**src/rtl/fp_alu_pkg.sv**
```systemverilog
// Shared opcode, IEEE-754 field constants and result-flag type for the FP ALU issue stage.
package fp_alu_pkg;

  typedef enum logic [1:0] {
    OP_ADD = 2'b00,
    OP_SUB = 2'b01,
    OP_DIV = 2'b10,
    OP_MUL = 2'b11
  } fp_op_e;

  localparam int unsigned EXP_MSB     = 30;
  localparam int unsigned EXP_LSB     = 23;
  localparam int unsigned MAN_MSB     = 22;
  localparam logic [7:0]  EXP_SPECIAL = 8'hFF;
  localparam int unsigned FLAGS_W     = 3;

  typedef struct packed {
    logic nan;
    logic inf;
    logic zero;
  } fp_flags_t;

  // Classify a single-precision value; denormals are neither zero nor special.
  function automatic fp_flags_t fp_classify(input logic [31:0] v);
    fp_flags_t f;
    logic      man_nz;
    man_nz = |v[MAN_MSB:0];
    f.nan  = (v[EXP_MSB:EXP_LSB] == EXP_SPECIAL) && man_nz;
    f.inf  = (v[EXP_MSB:EXP_LSB] == EXP_SPECIAL) && !man_nz;
    f.zero = (v[EXP_MSB:EXP_LSB] == 8'h00) && !man_nz;
    return f;
  endfunction

endpackage

```
**src/rtl/fp_sync_fifo.sv**
```systemverilog
// Single-clock FIFO with occupancy counter; head entry is always visible on rdata.
module fp_sync_fifo
  import fp_alu_pkg::*;
#(
  parameter int unsigned WIDTH = 8,
  parameter int unsigned DEPTH = 4
) (
  input  logic                       clk,
  input  logic                       rst,
  input  logic                       push,
  input  logic [WIDTH-1:0]           wdata,
  input  logic                       pop,
  output logic [WIDTH-1:0]           rdata,
  output logic                       full,
  output logic                       empty,
  output logic [$clog2(DEPTH):0]     count
);

  localparam int unsigned AW = $clog2(DEPTH);
  localparam int unsigned CW = AW + 1;

  logic [WIDTH-1:0] mem [DEPTH];
  logic [AW-1:0]    wr_ptr;
  logic [AW-1:0]    rd_ptr;

  always_ff @(posedge clk) begin
    if (rst) begin
      wr_ptr <= '0;
      rd_ptr <= '0;
      count  <= '0;
      for (int i = 0; i < int'(DEPTH); i++) mem[i] <= '0;
    end else begin
      if (push) begin
        mem[wr_ptr] <= wdata;
        wr_ptr      <= wr_ptr + AW'(1);
      end
      if (pop) rd_ptr <= rd_ptr + AW'(1);
      count <= count + CW'(push) - CW'(pop);
    end
  end

  assign rdata = mem[rd_ptr];
  assign full  = (count == CW'(DEPTH));
  assign empty = (count == '0);

endmodule

```
**src/rtl/fp_alu_issue.sv**
```systemverilog
// Issue stage for the FP ALU: operand FIFO, credit-gated issue, latency-tracking tag pipe, result queue.
// Optional per-result {nan, inf, zero} flags are enabled by defining FP_ALU_ISSUE_FLAGS_EN.
module fp_alu_issue #(
  parameter int unsigned IQ_DEPTH = 4,
  parameter int unsigned RQ_DEPTH = 4,
  parameter int unsigned ALU_LAT  = 2,
  parameter int unsigned TAG_W    = 4
) (
  input  logic             clk,
  input  logic             rst,
  input  logic             in_valid,
  output logic             in_ready,
  input  logic [31:0]      in_a,
  input  logic [31:0]      in_b,
  input  logic [1:0]       in_op,
  input  logic [TAG_W-1:0] in_tag,
  output logic [31:0]      alu_a,
  output logic [31:0]      alu_b,
  output logic [1:0]       alu_op,
  input  logic [31:0]      alu_o,
  output logic             out_valid,
  input  logic             out_ready,
  output logic [31:0]      out_data,
  output logic [TAG_W-1:0] out_tag
`ifdef FP_ALU_ISSUE_FLAGS_EN
  ,
  output logic [2:0]       out_flags
`endif
);

  import fp_alu_pkg::*;

  localparam int unsigned IQ_W   = 66 + TAG_W;
`ifdef FP_ALU_ISSUE_FLAGS_EN
  localparam int unsigned RQ_W   = 32 + TAG_W + FLAGS_W;
`else
  localparam int unsigned RQ_W   = 32 + TAG_W;
`endif
  localparam int unsigned IQ_CW  = $clog2(IQ_DEPTH) + 1;
  localparam int unsigned RQ_CW  = $clog2(RQ_DEPTH) + 1;
  localparam int unsigned CRED_W = $clog2(RQ_DEPTH + 1);

  logic [IQ_W-1:0]   iq_rdata;
  logic              iq_full, iq_empty, iq_push;
  logic [IQ_CW-1:0]  iq_count;
  logic [RQ_W-1:0]   rq_wdata, rq_rdata;
  logic              rq_full, rq_empty, rq_push, rq_pop;
  logic [RQ_CW-1:0]  rq_count;
  logic [CRED_W-1:0] credits;
  logic              issue;

  logic              iss_vld;
  logic [TAG_W-1:0]  iss_tag;
  logic [ALU_LAT-1:0] pipe_vld;
  logic [TAG_W-1:0]  pipe_tag [ALU_LAT];

  assign in_ready = !iq_full;
  assign iq_push  = in_valid && in_ready;
  assign issue    = !iq_empty && (credits != '0);

  fp_sync_fifo #(.WIDTH(IQ_W), .DEPTH(IQ_DEPTH)) u_iq (
    .clk   (clk),
    .rst   (rst),
    .push  (iq_push),
    .wdata ({in_a, in_b, in_op, in_tag}),
    .pop   (issue),
    .rdata (iq_rdata),
    .full  (iq_full),
    .empty (iq_empty),
    .count (iq_count)
  );

  // alu_o trails the alu_* registers by ALU_LAT edges, so the tag pipe starts alongside them.
  always_ff @(posedge clk) begin
    if (rst) begin
      alu_a    <= '0;
      alu_b    <= '0;
      alu_op   <= '0;
      iss_vld  <= 1'b0;
      iss_tag  <= '0;
      pipe_vld <= '0;
      for (int i = 0; i < int'(ALU_LAT); i++) pipe_tag[i] <= '0;
    end else begin
      iss_vld <= issue;
      if (issue) begin
        alu_a   <= iq_rdata[IQ_W-1 -: 32];
        alu_b   <= iq_rdata[IQ_W-33 -: 32];
        alu_op  <= iq_rdata[TAG_W +: 2];
        iss_tag <= iq_rdata[TAG_W-1:0];
      end
      pipe_vld[0] <= iss_vld;
      pipe_tag[0] <= iss_tag;
      for (int i = 1; i < int'(ALU_LAT); i++) begin
        pipe_vld[i] <= pipe_vld[i-1];
        pipe_tag[i] <= pipe_tag[i-1];
      end
    end
  end

  // Credits reserve a result slot at issue and return it when the consumer pops.
  always_ff @(posedge clk) begin
    if (rst) begin
      credits <= CRED_W'(RQ_DEPTH);
    end else if (issue && !rq_pop) begin
      credits <= credits - CRED_W'(1);
    end else if (!issue && rq_pop) begin
      credits <= credits + CRED_W'(1);
    end
  end

  assign rq_push = pipe_vld[ALU_LAT-1];
  assign rq_pop  = out_valid && out_ready;

`ifdef FP_ALU_ISSUE_FLAGS_EN
  assign rq_wdata = {alu_o, pipe_tag[ALU_LAT-1], fp_classify(alu_o)};
`else
  assign rq_wdata = {alu_o, pipe_tag[ALU_LAT-1]};
`endif

  fp_sync_fifo #(.WIDTH(RQ_W), .DEPTH(RQ_DEPTH)) u_rq (
    .clk   (clk),
    .rst   (rst),
    .push  (rq_push),
    .wdata (rq_wdata),
    .pop   (rq_pop),
    .rdata (rq_rdata),
    .full  (rq_full),
    .empty (rq_empty),
    .count (rq_count)
  );

  assign out_valid = !rq_empty;
  assign out_data  = rq_rdata[RQ_W-1 -: 32];
  assign out_tag   = rq_rdata[RQ_W-33 -: TAG_W];
`ifdef FP_ALU_ISSUE_FLAGS_EN
  assign out_flags = rq_rdata[FLAGS_W-1:0];
`endif

  a_credit_bound: assert property (@(posedge clk) disable iff (rst)
    (32'(rq_count) + 32'(credits)) <= RQ_DEPTH);
  a_rq_no_overflow: assert property (@(posedge clk) disable iff (rst)
    !(rq_push && rq_full));
  a_iq_count: assert property (@(posedge clk) disable iff (rst)
    iq_empty == (iq_count == '0));

endmodule

```
**config.mk**
```make
export PLATFORM = sky130hd
export DESIGN_NAME = fp_alu_issue
export DESIGN_NICKNAME = d
export VERILOG_FILES = /design/src/rtl/fp_alu_pkg.sv /design/src/rtl/fp_sync_fifo.sv /design/src/rtl/fp_alu_issue.sv
export SDC_FILE = /design/constraint.sdc
export NUM_CORES = 1
export LEC_CHECK = 0
export BUFFER_PORTS_ARGS = -buffer_cell sky130_fd_sc_hd__buf_2
export CAP_MARGIN = 15
export CELL_PAD_IN_SITES_DETAIL_PLACEMENT = 0
export CELL_PAD_IN_SITES_GLOBAL_PLACEMENT = 2
export CORE_MARGIN = 5
export CORE_UTILIZATION = 44
export CTS_BUF_LIST = sky130_fd_sc_hd__clkbuf_8
export CTS_CLUSTER_SIZE = 40
export DETAILED_ROUTE_END_ITERATION = 12
export PLACE_DENSITY = 0.9
export SYNTH_ARGS = -nofsm -noshare
export SYNTH_HDL_FRONTEND = slang
export SYNTH_SLANG_ARGS = --single-unit
```
**constraint.sdc**
```tcl
create_clock -name clk -period 3.4 [get_ports clk]
set_input_delay 0.34 -clock clk [delete_from_list [all_inputs] [get_ports clk]]
set_output_delay 0.34 -clock clk [all_outputs]
set_load 0.01 [all_outputs]
```
After elaboration in Yosys (flattened, before gate mapping)
Memories as Yosys holds them, arrays and structs flattened. A register that Yosys moved wholly into a read port is not among the register bits.
Index checks and enable logic that the tools add are counted.
W data, S select, Z words.
{"block": "classes", "n_shift": 0, "add_sub_neg": 10, "n_div": 0, "mux": 21, "mul": 0, "n_bitwise": 2, "reduce_logical": 16, "order_cmp": 0, "eq_ne": 1}
{"cell": "$mux W70", "n": 1}
{"cell": "$reduce_or A70 Y1", "n": 1}
{"cell": "$mux W36", "n": 1}
{"cell": "$reduce_or A36 Y1", "n": 1}
{"cell": "$mux W1", "n": 11}
{"cell": "$add A2 B1 Y2 const B", "n": 4}
{"cell": "$mux W2", "n": 4}
{"cell": "$mux W4", "n": 2}
{"cell": "$add A3 B1 Y3", "n": 2}
{"cell": "$logic_not A3 Y1", "n": 2}
{"cell": "$mux W3", "n": 2}
{"cell": "$sub A3 B1 Y3", "n": 2}
{"cell": "$logic_and A1 B1 Y1", "n": 5}
{"cell": "$logic_not A1 Y1", "n": 5}
{"cell": "$add A3 B1 Y3 const B", "n": 1}
{"cell": "$eq A3 B3 Y1 const B", "n": 1}
{"cell": "$reduce_bool A3 Y1", "n": 1}
{"cell": "$sub A3 B1 Y3 const B", "n": 1}
{"cell": "$or A1 B1 Y1", "n": 2}
{"cell": "$reduce_bool A2 Y1", "n": 1}
{"block": "word_totals", "wordCells": 62, "latchBits": 0, "mem_bits_ro": 0, "mem_bits_rw": 432, "in_bits": 106, "out_inout_bits": 104, "reg_bits": 20, "n_memories": 3}
{"name": "u_iq.mem", "depth": 4, "word_bits": 70, "read_ports": 1, "rd_ports_with_merged_regs": 1, "write_ports": 4, "line_no": "fp_sync_fifo.sv:22", "text": "logic [WIDTH-1:0] mem [DEPTH];"}
{"name": "u_rq.mem", "depth": 4, "word_bits": 36, "read_ports": 1, "rd_ports_with_merged_regs": 1, "write_ports": 4, "line_no": "fp_sync_fifo.sv:22"}
{"name": "pipe_tag", "depth": 2, "word_bits": 4, "read_ports": 2, "rd_ports_with_merged_regs": 0, "write_ports": 2, "line_no": "fp_alu_issue.sv:55", "text": "logic [TAG_W-1:0] pipe_tag [ALU_LAT];"}

Longest topological paths before layout
Gate-level depths: netlist of the first run.
{"block": "depth", "word_depth": 8, "mapped_depth": 12}

Cells and area by module
A second synthesis of the first run with hierarchy kept.
{"block": "hier_totals", "hier_cells": 1456, "hier_area_um2": 22694.3}
{"module": "fp_sync_fifo at u_iq", "cells_each": 720, "n_inst": 1, "area_per_inst_um2": 12472.0}
{"module": "fp_sync_fifo at u_rq", "cells_each": 390, "n_inst": 1, "area_per_inst_um2": 6662.6}
{"module": "fp_alu_issue", "cells_each": 346, "n_inst": 1, "area_per_inst_um2": 3559.7}

Worst setup path after synthesis of the first run
Ideal clock, no wire load.
{"block": "synth_timing", "path_kind": "register -> register", "startpoint": "register u_iq.count[1]", "endpoint": "memory u_iq.mem[1][0] (netlist name), enable pin", "arrival_ps": 2578, "path_slack_ps": 382, "period_less_slack_ps": 3018, "stages_incl_launch_ff": 4, "path_buffers": 0, "required_time_ps": 2960, "setup_time_ps": 440, "path_cell_list": "dfxtp_1 nor3b_4 or3_1 nand2b_1"}
{"item": "start, declared", "line_no": "fp_sync_fifo.sv:16", "text": "output logic [$clog2(DEPTH):0] count"}
{"item": "start signal, assigned", "line_no": "fp_sync_fifo.sv:38", "text": "count <= count + CW'(push) - CW'(pop);"}
{"item": "end, declared", "line_no": "fp_sync_fifo.sv:22"}

==> results of run 1 <==
-- path summary, 6_finish.rpt --
kind                                                 from                   endpoint  depth (start not counted)
worst max-delay path                                 flop                out_data[5]                          3
worst min-delay path                            out_ready                       flop                          4
worst min register to register  pipe_tag[0][1]$_SDFF_PP0_  pipe_tag[0][5]$_SDFF_PP0_                          1
worst max register to register   u_iq.count[1]$_SDFF_PP0_   u_iq.count[2]$_SDFF_PP0_                         11
-- worst max-delay path: stages (launching register included) --
cell	delay [ns]
dfxtp_2	0.62
buf_4	0.32
mux4_2	0.57
buf_2	0.16
-- through the flow --
stage | setup WS (ns) | std cells | total power [mW]
finish | 0.733 | 2548 | 18.8
global placement | 0.773 | 2275 | 13.0
floorplan | 0.382 | 1469 | 11.5
global route | 0.542 | 2546 | 19.9
detailed placement | 0.724 | 2275 | 13.1
CTS | 0.614 | 2541 | 19.1
-- kinds of logic after synthesis --
family	count (synthesis)	share of synthesized area, %
AO/OA/AOI/OAI	152	3.64
XOR/XNOR	7	0.278
adder cells (fa/ha/maj)	8	0.557
buffers and inverters	121	2.31
flip-flops	524	66.9
multiplexers	106	10.8
AND/OR/NAND/NOR	551	15.5
-- per-layer routing --
metal / GRT usage [%] / vias up
met1: 23.0 / 6574
met4: 5.91 / 4
li1: - / 6056
met2: 32.6 / 356
met5: 0 / -
met3: 4.17 / 84
-- sequential cells by signal, indices dropped and copies added (netlist names), named ones only --
register	cells
alu_a	32
alu_b	32
alu_op	2
credits	3
iss_tag	4
iss_vld	1
pipe_tag	8
pipe_vld	2
u_iq.count	3
u_iq.mem	280
u_iq.rd_ptr	2
u_iq.wr_ptr	2
u_rq.count	3
u_rq.mem	144
u_rq.rd_ptr	2
u_rq.wr_ptr	2
-- power groups by stage --
stage | clock network [mW] | logic (mW) | registers, mW
floorplan | 0 | 3.15 | 8.34
global placement | 0 | 4.52 | 8.51
detailed placement | 0 | 4.58 | 8.56
CTS | 5.99 | 4.69 | 8.43
global route | 6.30 | 5.04 | 8.53
finish | 5.82 | 4.61 | 8.41
-- cell type report --
type	instances	share of cell area [%]
antenna	7	0.0655
clock buffer	105	5.40
clock inverter	58	1.59
timing repair buffer	343	8.92
tap	672	3.14
sequential	524	55.1
inverter	15	0.210
multi-input combinational	824	25.6
-- Yosys cell counts, types with 2 or more instances --
cell,number,area [um^2]
and2_1,426,2670
edfxtp_1,424,12700
mux4_2,106,2390
dfxtp_1,100,2000
a21oi_1,71,355
o21ai_0,69,345
clkbuf_1,68,255
nand3_1,66,330
buf_2,18,90.1
inv_1,15,56.3
nor2_1,14,52.6
nor2b_1,13,81.3
clkbuf_2,8,40.0
buf_1,6,22.5
buf_4,6,45.0
or3_1,6,37.5
xor2_1,6,52.6
ha_1,5,62.6
nand2_1,5,18.8
a22o_1,4,35.0
nor3_1,4,20.0
a31o_2,3,26.3
fa_1,3,60.1
or2_2,3,18.8
nand2b_1,2,12.5
nor3_2,2,20.0
nor4_4,2,42.5
==> metrics.csv, run 1 <==
stage,metric,value,unit
status,outcome,"complete, no violations",
detailed_routing,met2 wire length,26000,um
pwr,maximum vdd drop,371,uV
flow_run,MaxCap Viol Count,0,
synth,Mapped Area,22000,um^2
timing,final setup TNS,0,ns
setup_path,"Req. time, crit path",3.06,ns
setup_path,"Arr. time, crit path",2.33,ns
detailed_routing,Via Count,13100,
detailed_routing,drc violations,0,
clock_network,CTS sink cnt,524,
synth,"Seq/Total Area, Yosys",66.9,%
pwr,PwrDens,704,nW/um^2
setup_path,Worst Setup Start Kind,flop,
floorplan,die area,54600,um^2
clock_network,Root Buffer,clkbuf_8,
clock_network,CTS tree,built,
clock_network,Worst-Skew Late Latency,0.68,ns
grt,initial antenna violation count,9,
synth,Unique masters post-synth,41,
worst_hold_path,Min-Delay Path Class,primary input to flop,
floorplan,I/O Pins,210,
synth,syn nets,1583,
synth,synthesized flop and latch total,524,
timing,minimum clock period,2.67,ns
clock_network,Clock Path Buffers,3,
pwr,sequential share of power,44.6,%
place,Final HPWL DP,28700,um
grt,first-pass GRT wire length,78100,um
timing,Fin. Hold Viols,0,
grt,vias in the first global route,14000,
detailed_routing,Vias/cell,5.13,
grt,GRT Util Overall,18.6,%
synth,top_reg_cell synth,edfxtp_1,
final_layout,multi-input logic area,6840,um^2
synth,Syn Area/Cell,15.0,um^2
timing,Setup-failing EPs final,0,
timing,Max Slew Vio Count,0,
pwr,Clk pwr share,30.9,%
synth,Post-synth EDFFs,424,
pwr,Leak,10.2,nW
pwr,Net Sw Frac,30.1,%
final_layout,fin util,53.7,%
timing,RSZ-0062 raised after global routing,false,
floorplan,Die Ht,234,um
clock_network,CTS H-tree depth,3,
detailed_routing,Routed WL per cell,19.8,um
synth,"Async S/R FF share, synth",0,%
pwr,Switch Pwr,5.66,mW
setup_path,Worst Setup End Kind,output pin,
grt,largest net degree at the start of global routing,71,
synth,Synth warnings,0,
final_layout,filler instances,4140,
clock_network,CTS buffer count,87,
floorplan,die width,234,um
synth,Post-Synthesis Cells,1469,
grt,GRT overflow,0,
place,placer's final routability congestion estimate,0.741,
clock_network,postcts setup bufs,0,
timing,Tightest Pin Transition,1.15,ns
setup_path,Register-to-Register Setup Slack,0.75,ns
detailed_routing,TritonRoute pass-1 iters,5,
detailed_routing,metal1 wirelength,20400,um
timing,hold_ws,0.120,ns
timing,Worst Skew,0.0313,ns
final_layout,most frequent cells in the layout,"and2_1 (426), edfxtp_1 (424), buf_2 (208), mux4_2 (106), clkbuf_8 (105)",
pwr,combinational power share,24.5,%
final_layout,area grow syn2layout,21.5,%
clock_network,"Hold-fix buffers, CTS",103,
floorplan,Core Box Area,49900,um^2
pwr,Int Power,13.2,mW
clock_network,Clock transition at path regs,0.06,ns
timing,Slew headroom,23.6,%
place,Placed Area,23800,um^2
floorplan,starting density of the core,44.2,%
timing,Final period util,78.4,%
detailed_routing,Initial DRC Count,864,
setup_path,Setup CP Type,flop to output pin,
floorplan,Rows,82,
final_layout,Reg area,14700,um^2
detailed_routing,antenna-violating nets left,0,
detailed_routing,met3 routed WL,3080,um
detailed_routing,DRT Wirelength,50400,um
place,PortBufs,209,
final_layout,design area,26800,um^2
setup_path,worst-path maximum fanout,12,
detailed_routing,DR top layer,met5,
final_layout,Nets,1909,
final_layout,"most common cell after layout, fill and taps aside",and2_1,
final_layout,layout cells sized above 1,27.1,%
timing,fmax,375,MHz
clock_network,post-CTS sizing,0,
No activity file was read; power rests on OpenSTA's default activity.
==> run 2: changes to the inputs <==
ABC_AREA = 1   (was unset)
CORE_UTILIZATION = 38   (was 44)
PLACE_DENSITY = 0.91   (was 0.9)
clock period = 2.6 ns   (was 3.4 ns; I/O delays follow)
==> run 2 against run 1 <==
Global-route usage down 0.67 points; wire length is 22% higher; cell area up 6.8%; via count grew 37%; sequential share of layout area fell by 3.5 points; register-to-register slack lost 0.29 ns; synthesized area increased by 8.4%; critical path depth up 2; non-clock buffer count grew 12; synthesized cell count grew 84%; cell count increased by 54%; largest cell class unchanged.
==> metrics.csv, run 2 <==
stage,metric,value,unit,change
timing,Max Slew Vio Count,0,,unchanged
synth,Synth area leaders,"edfxtp_1 (53%), dfxtp_1 (8.4%), nand2_1 (8.1%), inv_1 (7.8%), nor2_1 (7.6%)",,
place,Final HPWL DP,35500,um,+24%
final_layout,max FFs per register,280,,unchanged
timing,minimum clock period,2.39,ns,
synth,Syn Area/Cell,8.82,um^2,-41%
grt,GRT Util Overall,17.9,%,-0.67 points
worst_hold_path,Min-Delay Path Class,primary input to flop,,
timing,Worst Skew,0.0359,ns,+0.00456 ns
status,outcome,"complete, no violations",,
clock_network,CTS buffer count,89,,+2.3%
setup_path,crit-path cells,"inv_1, buf_4, o21ai_0, o22ai_1, buf_2",,
synth,biggest area consumer among synthesized cells,edfxtp_1,,
floorplan,Die Ht,261,um,+12%
pwr,PwrDens,948,nW/um^2,+35%
timing,Fin. Hold Viols,0,,unchanged
timing,RSZ-0062 raised after global routing,false,,
detailed_routing,antenna-violating nets left,0,,unchanged
grt,initial antenna violation count,2,,-7
timing,hold_ws,0.190,ns,+0.0703 ns
synth,adder-cell share of the synthesized area,0.513,%,-0.043 points
timing,Slew headroom,30.3,%,+6.7 points
synth,Synth top area share,53.3,%,-4.5 points
detailed_routing,TritonRoute pass-1 iters,7,,+2
clock_network,CTS H-tree depth,3,,unchanged
pwr,Leak,13.0,nW,+27%
clock_network,Worst-Skew Late Latency,0.67,ns,about the same
synth,"Seq/Total Area, Yosys",61.7,%,-5.2 points
synth,most common cell in the netlist,nand2_1,,
clock_network,CTS sink cnt,524,,unchanged
synth,top_reg_cell synth,edfxtp_1,,
final_layout,Reg area,14700,um^2,about the same
final_layout,fin util,45.6,%,-8.0 points
final_layout,multi-input logic area,6430,um^2,-6.1%
detailed_routing,Initial DRC Count,1017,,+18%
synth,syn nets,2822,,+78%
synth,Post-Synthesis Cells,2708,,+84%
setup_path,Worst Setup Start Kind,flop,,
floorplan,I/O Pins,210,,unchanged
clock_network,Clock Path Buffers,3,,unchanged
setup_path,cell family with most CP delay,buffers and inverters,,
synth,largest family of logic cells by synthesized area,simple AND/OR/NAND/NOR gates,,
place,placer's final routability congestion estimate,0.753,,+1.7%
grt,first-pass GRT wire length,96400,um,+23%
flow_run,MaxCap Viol Count,0,,unchanged
synth,Post-Synth Simple-Gate Area,23.1,%,+7.7 points
clock_network,Root Buffer,clkbuf_8,,
timing,Tightest Pin Transition,1.05,ns,-0.100 ns
floorplan,starting density of the core,38.1,%,-6.0 points
setup_path,worst-path maximum fanout,32,,+20
floorplan,die width,261,um,+12%
synth,Synth Area in Compound Gates,2.89,%,-0.74 points
pwr,maximum vdd drop,986,uV,+170%
place,PortBufs,209,,unchanged
final_layout,filler instances,6135,,+48%
detailed_routing,Via Count,17900,,+37%
timing,fmax,419,MHz,
floorplan,Rows,92,,+12%
setup_path,"Arr. time, crit path",2.13,ns,-0.20 ns
grt,GRT overflow,0,,unchanged
final_layout,largest registers,"u_iq.mem: 280 flops, u_rq.mem: 144 flops",,
detailed_routing,DRT Wirelength,61500,um,+22%
final_layout,Top reg by flops,u_iq.mem,,
detailed_routing,Vias/cell,4.56,,-11%
final_layout,area grow syn2layout,19.7,%,
synth,Synth warnings,0,,unchanged
synth,top post-synthesis cells by count,"nand2_1 (517), inv_1 (497), nor2_1 (481), edfxtp_1 (424), nand3_1 (151)",,
synth,Post-synth EDFFs,424,,unchanged
timing,Final period util,91.8,%,
synth,synthesized flop and latch total,524,,unchanged
detailed_routing,Routed WL per cell,15.6,um,-21%
final_layout,most frequent cells in the layout,"inv_1 (535), nand2_1 (512), nor2_1 (480), edfxtp_1 (424), buf_2 (209)",,
final_layout,Nets,3122,,+64%
setup_path,Worst Setup End Kind,output pin,,
timing,Setup-failing EPs final,0,,unchanged
final_layout,"most common cell after layout, fill and taps aside",inv_1,,
floorplan,Core Box Area,62600,um^2,+26%
synth,"Async S/R FF share, synth",0,%,unchanged
setup_path,worst path bufs/invs,3,,+1
clock_network,Clock transition at path regs,0.06,ns,about the same
grt,largest net degree at the start of global routing,139,,+96%
synth,Post-Synth XOR/XNOR Area,0,%,-0.28 points
setup_path,Crit path largest cell delay,0.37,ns,-0.25 ns
clock_network,CTS tree,built,,
synth,Mapped Area,23900,um^2,+8.4%
synth,mux share of post-synthesis cell area,0,%,-11 points
grt,vias in the first global route,18200,,+30%
floorplan,die area,68000,um^2,+24%
final_layout,layout cells sized above 1,16.9,%,-10 points
setup_path,"Req. time, crit path",2.34,ns,-0.72 ns
setup_path,Setup CP Type,flop to output pin,,
detailed_routing,drc violations,0,,unchanged
timing,final setup TNS,0,ns,unchanged
setup_path,Worst path slowest cell,buf_4,,
synth,Unique masters post-synth,26,,-37%
[run 2: tightest hold or removal path, delay by kind of cell]
| family | cells | cell delay [ns] |
|---|---|---|
| AO/OA/AOI/OAI | 1 | 0.07 |
| buffers and inverters | 1 | 0.16 |
| AND/OR/NAND/NOR | 2 | 0.32 |
[run 2: final timing paths]
path / from / endpoint / slack (ns) / cells past startpoint
setup / recovery: flop / out_tag[1] / 0.21 / 5
hold / removal: in_valid / u_iq.wr_ptr[1]$_SDFFE_PP0P_ / 0.19 / 4
setup reg to reg: u_iq.count[1]$_SDFF_PP0_ / u_iq.count[2]$_SDFF_PP0_ / 0.46 / 11
hold reg to reg: pipe_vld[0]$_SDFF_PP0_ / pipe_vld[1]$_SDFF_PP0_ / 0.41 / 2
[run 2: where the power goes]
group	switching, mW	internal [mW]
sequential	0.568	10.5
combinational	6.22	2.89
clock	3.37	3.53
[run 2: cells by family after synthesis]
logic type      after synthesis
compound gates              129
buf+inv                     716
simple gates               1331
fa+ha+maj                     8
flops                       524
[run 2: cell type report]
class	instances	share of cell area (%)
Inverter	570	7.51
Timing Repair Buffer	355	8.90
Clock buffer	89	4.29
Tap cell	846	3.70
Multi-Input combinational cell	1468	22.5
Antenna cell	1	0.00875
Clock inverter	78	1.51
Sequential cell	524	51.6
[run 2: what timing repair did]
item	4_1_cts	5_1_grt
setup buffers	0	0
endpoints found under the hold margin	288	0
setup endpoints to repair	1	8
resized for setup	1	2
hold buffers	104	0
[run 2: through the flow]
| stage | setup WS, ns | instances | power (mW) | cell area [um^2] |
|---|---|---|---|---|
| detailed placement | 0.450 | 3659 | 20.4 | 25900 |
| global route | 0.0502 | 3931 | 29.2 | 28600 |
| global placement | 0.473 | 3659 | 20.2 | 25900 |
| finish | 0.212 | 3931 | 27.1 | 28600 |
| floorplan | -0.513 | 2708 | 17.3 | 23900 |
| CTS | 0.00593 | 3930 | 27.5 | 28600 |
[run 2: per-layer routing]
layer / share of wire (%) / global-route usage (%) / vias to the layer above
met5: 0 / 0 / -
met4: 1.8 / 5.06 / 0
met3: 5.8 / 3.37 / 74
met2: 51 / 32.5 / 421
met1: 41 / 21.7 / 8442
li1: - / - / 9005
